==> src/rtl/tetris_ctrl.sv <==
// Falling-piece game controller: spawns pieces from an LFSR, applies gravity and
// key moves using the board store's enables, and hands off locks and line clears.
module tetris_ctrl #(
  parameter int unsigned DROP_TICKS = 25000000,
  parameter int unsigned SPAWN_X    = 3,
  parameter logic [7:0]  LFSR_SEED  = 8'hA5
) (
  input  logic       clk,
  input  logic       rstn,
  input  logic       i_start,
  input  logic       i_pause,
  input  logic       i_key_l,
  input  logic       i_key_r,
  input  logic       i_key_rot,
  input  logic       i_key_down,
  input  logic       i_key_boom,
  input  logic       i_el,
  input  logic       i_er,
  input  logic       i_eu,
  input  logic       i_edrop,
  input  logic       i_overflow,
  input  logic       i_refresh_done,
  input  logic [3:0] i_cnt_boom,
  output logic [4:0] o_x,
  output logic [4:0] o_y,
  output logic [2:0] o_type,
  output logic [1:0] o_dir,
  output logic [2:0] o_next_type,
  output logic       o_refresh,
  output logic       o_boom,
  output logic       o_playing,
  output logic       o_game_over
);

  localparam int unsigned   TW        = $clog2(DROP_TICKS);
  localparam logic [TW-1:0] TICK_LAST = TW'(DROP_TICKS - 1);
  localparam logic [4:0]    X_SPAWN   = 5'(SPAWN_X);

  typedef enum logic [2:0] {
    S_IDLE, S_SPAWN, S_CHECK, S_FALL, S_LOCK, S_WAITREF, S_OVER
  } state_t;

  // Piece shape from LFSR bits; the all-zero pattern is folded onto shape 1
  function automatic logic [2:0] map_piece(input logic [7:0] v);
    return (v[2:0] != 3'd0) ? v[2:0] : 3'd1;
  endfunction

  state_t        r_state;
  logic [7:0]    r_lfsr;
  logic [TW-1:0] r_timer;
  logic [4:0]    r_x;
  logic [4:0]    r_y;
  logic [2:0]    r_type;
  logic [1:0]    r_dir;
  logic [2:0]    r_next_type;
  logic          r_refresh;
  logic          r_boom;
  logic          r_playing;
  logic          r_game_over;

  logic          w_tick;
  logic          w_lfsr_fb;

  assign w_tick    = (r_timer == TICK_LAST);
  assign w_lfsr_fb = r_lfsr[7] ^ r_lfsr[5] ^ r_lfsr[4] ^ r_lfsr[3];

  // Free-running piece generator, x^8+x^6+x^5+x^4+1
  always_ff @(posedge clk or negedge rstn) begin
    if (!rstn) r_lfsr <= LFSR_SEED;
    else       r_lfsr <= {r_lfsr[6:0], w_lfsr_fb};
  end

  // Game FSM with registered piece state and one-cycle request pulses
  always_ff @(posedge clk or negedge rstn) begin
    if (!rstn) begin
      r_state     <= S_IDLE;
      r_timer     <= '0;
      r_x         <= X_SPAWN;
      r_y         <= 5'd0;
      r_type      <= 3'd0;
      r_dir       <= 2'd0;
      r_next_type <= map_piece(LFSR_SEED);
      r_refresh   <= 1'b0;
      r_boom      <= 1'b0;
      r_playing   <= 1'b0;
      r_game_over <= 1'b0;
    end else begin
      r_refresh <= 1'b0;
      r_boom    <= 1'b0;
      case (r_state)
        S_IDLE: begin
          if (i_start) begin
            r_state   <= S_SPAWN;
            r_playing <= 1'b1;
          end
        end
        S_SPAWN: begin
          r_x         <= X_SPAWN;
          r_y         <= 5'd0;
          r_dir       <= 2'd0;
          r_type      <= r_next_type;
          r_next_type <= map_piece(r_lfsr);
          r_timer     <= '0;
          r_state     <= S_CHECK;
        end
        S_CHECK: begin
          if (i_overflow) begin
            r_state     <= S_OVER;
            r_playing   <= 1'b0;
            r_game_over <= 1'b1;
          end else begin
            r_state <= S_FALL;
          end
        end
        S_FALL: begin
          if (!i_pause) begin
            if (w_tick) begin
              r_timer <= '0;
              if (i_edrop) r_y <= r_y + 5'd1;
              else begin
                r_state   <= S_LOCK;
                r_refresh <= 1'b1;
              end
            end else begin
              r_timer <= r_timer + TW'(1);
              if (i_key_rot) begin
                if (i_eu) r_dir <= r_dir + 2'd1;
              end else if (i_key_l) begin
                if (i_el) r_x <= r_x - 5'd1;
              end else if (i_key_r) begin
                if (i_er) r_x <= r_x + 5'd1;
              end else if (i_key_down) begin
                r_timer <= '0;
                if (i_edrop) r_y <= r_y + 5'd1;
                else begin
                  r_state   <= S_LOCK;
                  r_refresh <= 1'b1;
                end
              end else if (i_key_boom) begin
                if (i_cnt_boom != 4'd0) r_boom <= 1'b1;
              end
            end
          end
        end
        S_LOCK: begin
          r_state <= S_WAITREF;
        end
        S_WAITREF: begin
          if (i_refresh_done) r_state <= S_SPAWN;
        end
        S_OVER: begin
          r_state <= S_OVER;
        end
        default: begin
          r_state <= S_IDLE;
        end
      endcase
    end
  end

  assign o_x         = r_x;
  assign o_y         = r_y;
  assign o_type      = r_type;
  assign o_dir       = r_dir;
  assign o_next_type = r_next_type;
  assign o_refresh   = r_refresh;
  assign o_boom      = r_boom;
  assign o_playing   = r_playing;
  assign o_game_over = r_game_over;

endmodule

==> config.mk <==
export PLATFORM = sky130hd
export DESIGN_NAME = tetris_ctrl
export DESIGN_NICKNAME = d
export VERILOG_FILES = /design/src/rtl/tetris_ctrl.sv
export SDC_FILE = /design/constraint.sdc
export NUM_CORES = 1
export LEC_CHECK = 0
export CAP_MARGIN = 30
export CORE_MARGIN = 3
export CORE_UTILIZATION = 62
export CTS_BUF_LIST = sky130_fd_sc_hd__clkbuf_2 sky130_fd_sc_hd__clkbuf_4 sky130_fd_sc_hd__clkbuf_8
export CTS_CLUSTER_DIAMETER = 80
export DETAILED_ROUTE_END_ITERATION = 8
export PLACE_DENSITY = 0.86
export SETUP_SLACK_MARGIN = 0.15
export SYNTH_ARGS = -nofsm -noshare
export SYNTH_HDL_FRONTEND = slang
export SYNTH_SLANG_ARGS = --single-unit
==> constraint.sdc <==
create_clock -name clk -period 5.8 [get_ports clk]
set_clock_uncertainty 0.05 [all_clocks]
set_input_delay 1.74 -clock clk [delete_from_list [all_inputs] [get_ports clk]]
set_output_delay 1.74 -clock clk [all_outputs]
set_load 0.005 [all_outputs]
# [After elaboration in Yosys (flattened, before gate mapping)]
# Cells that the tools add are included.
[totals] regBits=58 latchBits=0 mem_bits_rw=0 mem_bits_ro=0 in_bits=19 out_inout_bits=22 wordCells=114 n_memories=0
[classes] addsub=5 n_mul=0 div_mod_pow=0 n_lt_le_gt_ge=0 eq_ne=22 shift=0 muxes=60 bitwise=3 n_reduce_logical=12
[op_table] operator="25-bit two-way mux" n=6
[op_table] operator="5-bit two-way mux" n=14
[op_table] operator="25-bit one-hot mux with 2 select lines" n=1
[op_table] operator="3-bit two-way mux" n=11
[op_table] operator="25-bit by 1-bit adder with 25-bit output, second input constant" n=1
[op_table] operator="25-bit == test, second input constant" n=1
[op_table] operator="3-bit != test, second input constant" n=7
[op_table] operator="3-bit one-hot mux with 7 select lines" n=1
[op_table] operator="5-bit one-hot mux with 2 select lines" n=2
[op_table] operator="1-bit two-way mux" n=19
[op_table] operator="2-bit != test, second input constant" n=8
[op_table] operator="7-bit AND reduction" n=2
[op_table] operator="5-bit by 1-bit adder with 5-bit output, second input constant" n=2
[op_table] operator="3-bit == test, second input constant" n=3
[op_table] operator="2-bit two-way mux" n=4
[op_table] operator="3-bit by 2-bit == test with 1-bit output, second input constant" n=2
[op_table] operator="6-bit AND reduction" n=1
[op_table] operator="5-bit AND reduction" n=1
[op_table] operator="5-bit by 1-bit subtractor with 5-bit output, second input constant" n=1
[op_table] operator="2-bit one-hot mux with 2 select lines" n=1
[op_table] operator="2-bit AND reduction" n=2
[op_table] operator="2-bit nonzero test" n=2
[op_table] operator="4-bit nonzero test" n=1
[op_table] operator="3-bit by 1-bit == test with 1-bit output, second input constant" n=1
[op_table] operator="6 further kinds" n=8

# [Depth between registers and ports, before layout]
[depth] depth_word=10 mapped_depth=8 mapped_depth_nobuf=7

# [Least setup slack after synthesis]
# No wires, ideal clock.
[synth_path] kind="in2reg" from="input i_key_l" to="register r_x[4], in the netlist o_x[4]" setup_ns=0.094 arrival_time_ns=3.204 required_ns=5.656 slack_ns=2.452 stages=7 path_buffers=0 cell_sequence="inv_1 fa_1 nand2b_1 a21oi_1 xnor2_1 or3b_1 a211oi_1"
[synth_between] elab_chain_cells=5 word_cells_on_any_way=9 classes_between="3 x eq/ne; 5 x mux; 1 x reduce/logical"
[synth_rtl] element="start, declared" line="12" source="input logic i_key_l,"
[synth_rtl] element="5-bit two-way mux" line="128" source="end else if (i_key_l) begin"
[synth_rtl] element="5-bit two-way mux" line="126" source="if (i_key_rot) begin"
[synth_rtl] element="5-bit two-way mux" line="117" source="if (w_tick) begin"
[synth_rtl] element="5-bit two-way mux" line="116" source="if (!i_pause) begin"
[synth_rtl] element="5-bit one-hot mux with 2 select lines" line="90" source="case (r_state)"
[synth_rtl] element="end signal, assigned" line="129" source="if (i_el) r_x <= r_x - 5'd1;"
[synth_rtl] element="end signal, assigned" line="131" source="if (i_er) r_x <= r_x + 5'd1;"
[synth_rtl] element="end, declared" line="51" source="logic [4:0] r_x;"
# Several ways; a longest one is shown, not always the timed one. The select of a mux whose other input is x is not followed.
# A chain may end at the register's enable or synchronous reset.

# [Final worst setup path]
# Ends and elaborated chain as after synthesis.

==> key figures <==
Hold path
  • Hold Path Depth: 0
  • Worst Hold Class: reg2reg
  • Hold_sp: r_lfsr[6]$_DFF_PN0_
  • Hold EP: r_lfsr[7]$_DFF_PN1_

Route
  • Router iterations before antenna repair: 4
  • 1st-iter DRT viols: 240
  • Via/cell ratio: a little over 6
  • # DRC: 0
  • Final WL: 6650 µm
  • Routed via count: 2590
  • Remaining antenna violation count: 0
  • DR WL/cell: 15.6 µm

Timing
  • Slew margin rel.: about half
  • Hold_ws: 0.320 ns
  • Max Fclk: 260 MHz
  • Post-route setup slack: just under 2 ns
  • Final setup fails: 0
  • Actual slew at the worst max-slew pin: 0.711 ns
  • Fin Setup TNS: 0 ns
  • Hold Vio Cnt, Final: 0
  • Slew Limit Fails: 0
  • Period utilization: ~66%
  • RSZ-0062 raised after global routing: no
  • Tmin final: 3.84 ns

Synth
  • Synth area leaders: dfrtp_1, dfstp_2, nor2_1, nand2_1, nand4_1
  • Top FF cell, synth: dfrtp_1
  • Synth async-reset ratio: 100%
  • Mapped Cells: 318
  • Most frequent cell after synthesis: dfrtp_1
  • Register area share after synthesis: 45.3%
  • Average size of a mapped cell: slightly above 10 µm²
  • Ys Warns: 0
  • Post-synthesis compound-gate area fraction: 14.7%
  • Post-synth EDFFs: 0
  • Synthesized-area fraction occupied by adder cells: 2.56%
  • Post-synth cell types: 71
  • Synth area leader: dfrtp_1
  • Mux cell area share after synthesis: 2.68%
  • Syn Nets: 343
  • Synth Area in XOR/XNOR: ~4.3%
  • Post-Synth Simple-Gate Area: 25.7%
  • Largest family of logic cells by synthesized area: simple AND/OR/NAND/NOR gates
  • Most frequent cells after synthesis: dfrtp_1, nor2_1, nand2_1, o21ai_0
  • Area share of the largest cell type after synthesis: 38.8%
  • Synthesis-stage register bit count: 58
  • Synth Cell Area: 0.00322 mm²

Worst setup path
  • Element type at the critical path end: flip-flop
  • Worst EP required: 5.99 ns
  • Worst EP arrival: 4.04 ns
  • Worst Reg-to-Reg Cells: 4
  • Critical-path cell list: clkdlybuf4s50_1 > inv_1 > fa_1 > nand2b_1 > a21oi_1 > xnor2_1 > or3b_1 > a211oi_1
  • Reg2Reg Setup Slack: 3.47 ns
  • Reg-to-reg startpoint: r_state[2]$_DFFE_PN0P_
  • Worst setup path start: i_key_l
  • Worst-path fanout max: 8
  • Worst Path Class, Setup: in2reg
  • Crit start category: input port
  • CP peak stage delay: 0.62 ns
  • CP max-delay cell: clkdlybuf4s50_1
  • RR Endpoint: r_timer[11]$_DFFE_PN0P_

Finish
  • Fin cells: 427
  • Nets: 380
  • Fillers: 321
  • Layout cells sized above 1: about 15%
  • # diodes: 0
  • Area grow syn2layout: 18.7%

Floorplanning
  • Die Span Y: 78.1 µm
  • Starting density of the core: between 60% and 70%
  • Die Area: 0.00610 mm²
  • Rows: 25
  • I/O pins: 41
  • Die X: 78.1 µm
  • Core area: 0.00488 mm²

CTS
  • TritonCTS buffer count: 9
  • Post-CTS Setup Inserts: 0
  • Cts repair resizes: 0
  • CTS tree: done
  • Clock tree buffer depth: 2
  • Htree depth: 3
  • Worst-Skew Late Latency: around 0.34 ns
  • Root Buffer: clkbuf_8
  • Clock sinks: 58
  • Cts hold-fix bufs: 0
  • Register clock-pin slew on the reported worst setup and hold paths: 0.07 ns

Pwr
  • Peak supply drop: 0.242 mV
  • Pwr dens: 369 mW/mm²
  • Pleak: 1.64 nW

Global routing
  • Initial antenna violation count: 0
  • Largest net degree at the start of global routing: 59
  • Congestion Overflow GR: 0
  • Global-route wire length before repair: 11300 µm
  • Global-route usage over all layers: 23.8%
  • Vias in the first global route: 2399

Placed design
  • Gp weighted congestion: 0.849
  • HPWL Detailed: approximately 4600 µm
  • PortBufs: 40
  • Dpl ws: roughly 1.6 ns
  • Placed insts: 411

Run
  • Max-cap viol count: 0

Status
  • Outcome: complete, no violations
## sequential cells by signal (all words and copies together) (netlist names)
name	count
o_playing	1
r_lfsr	8
o_next_type	3
o_refresh	1
o_boom	1
r_timer	25
o_type	3
o_game_over	1
o_y	5
r_state	3
o_x	5
o_dir	2
## report_power, final
part | internal [mW] | total, mW | leakage [nW] | switching, mW
sequential | 0.467 | 0.553 | 0.740 | 0.0859
combinational | 0.205 | 0.437 | 0.787 | 0.232
clock | 0.254 | 0.422 | 0.109 | 0.168
## critical path: cells and delay by family
family	cells	cell delay [ns]
buf+inv	2	0.75
simple gates	2	0.53
fa+ha+maj	1	0.44
compound gates	2	0.43
xor+xnor	1	0.14
## final cells by class
type	instances	area [µm²]	share of cell area, %
Clock buffer	10	138	3.60
Clock inverter	6	88.8	2.32
Inverter	10	37.5	0.981
Multi-Input combinational cell	235	1610	42.2
Sequential cell	58	1460	38.2
Tap cell	67	83.8	2.19
Timing Repair Buffer	41	403	10.5
## worst max path at each step
stage                               endpoint  slack [ns]  cells after the start
after CTS                 o_x[4]$_DFFE_PN0P_        1.95                      8
after floorplan           o_x[4]$_DFFE_PN0P_        2.45                      7
after detailed placement  o_x[4]$_DFFE_PN0P_        1.60                      8
final                     o_x[4]$_DFFE_PN0P_        1.96                      8
after global placement    o_x[4]$_DFFE_PN0P_        1.72                      8
after global routing      o_x[4]$_DFFE_PN0P_        1.86                      8
## metrics by stage
step / area, µm² / power [mW] / util (%)
after floorplan: 3220 / 0.859 / -
after global placement: 3600 / 0.984 / 73.7
after detailed placement: 3600 / 1.00 / 73.7
after CTS: 3820 / 1.42 / 78.4
after global routing: 3820 / 1.50 / 78.4
final: 3820 / 1.41 / 78.4
## placed cells by master, fill, tap and decap left out, types with 4 or more instances in the layout
cell	instances
inv_1	10
a21oi_1	13
and3_1	4
dfrtp_1	50
and4_1	4
nor4_1	6
clkbuf_8	10
xor2_1	9
clkdlybuf4s50_1	39
nand4_1	13
nand3_1	9
nor2_1	28
ha_1	5
o21ai_0	15
nand2_1	26
dfstp_2	8
nand2b_1	5
mux2_2	5
a31oi_1	12
xnor2_1	7
## cells by family (layout without fill, tap and decap cells)
logic type                 after synthesis  after routing
AOI/OAI and AO/OA                       72             72
xor gates and xnor gates                16             16
adders and majority gates                6              6
buffers and inverters                   25             67
DFF                                     58             58
muxes                                    8              8
and+or+nand+nor                        133            133
## metal layers
metal | GRT usage [%] | part of all wire [%] | vias to the layer above
li1 | - | - | 1240
met3 | 7.91 | 5.8 | 16
met4 | 10.1 | 2.5 | 0
met5 | 0 | 0 | -
met2 | 36.9 | 50 | 81
met1 | 30.5 | 42 | 1253
No activity file was read; power rests on OpenSTA's default activity.
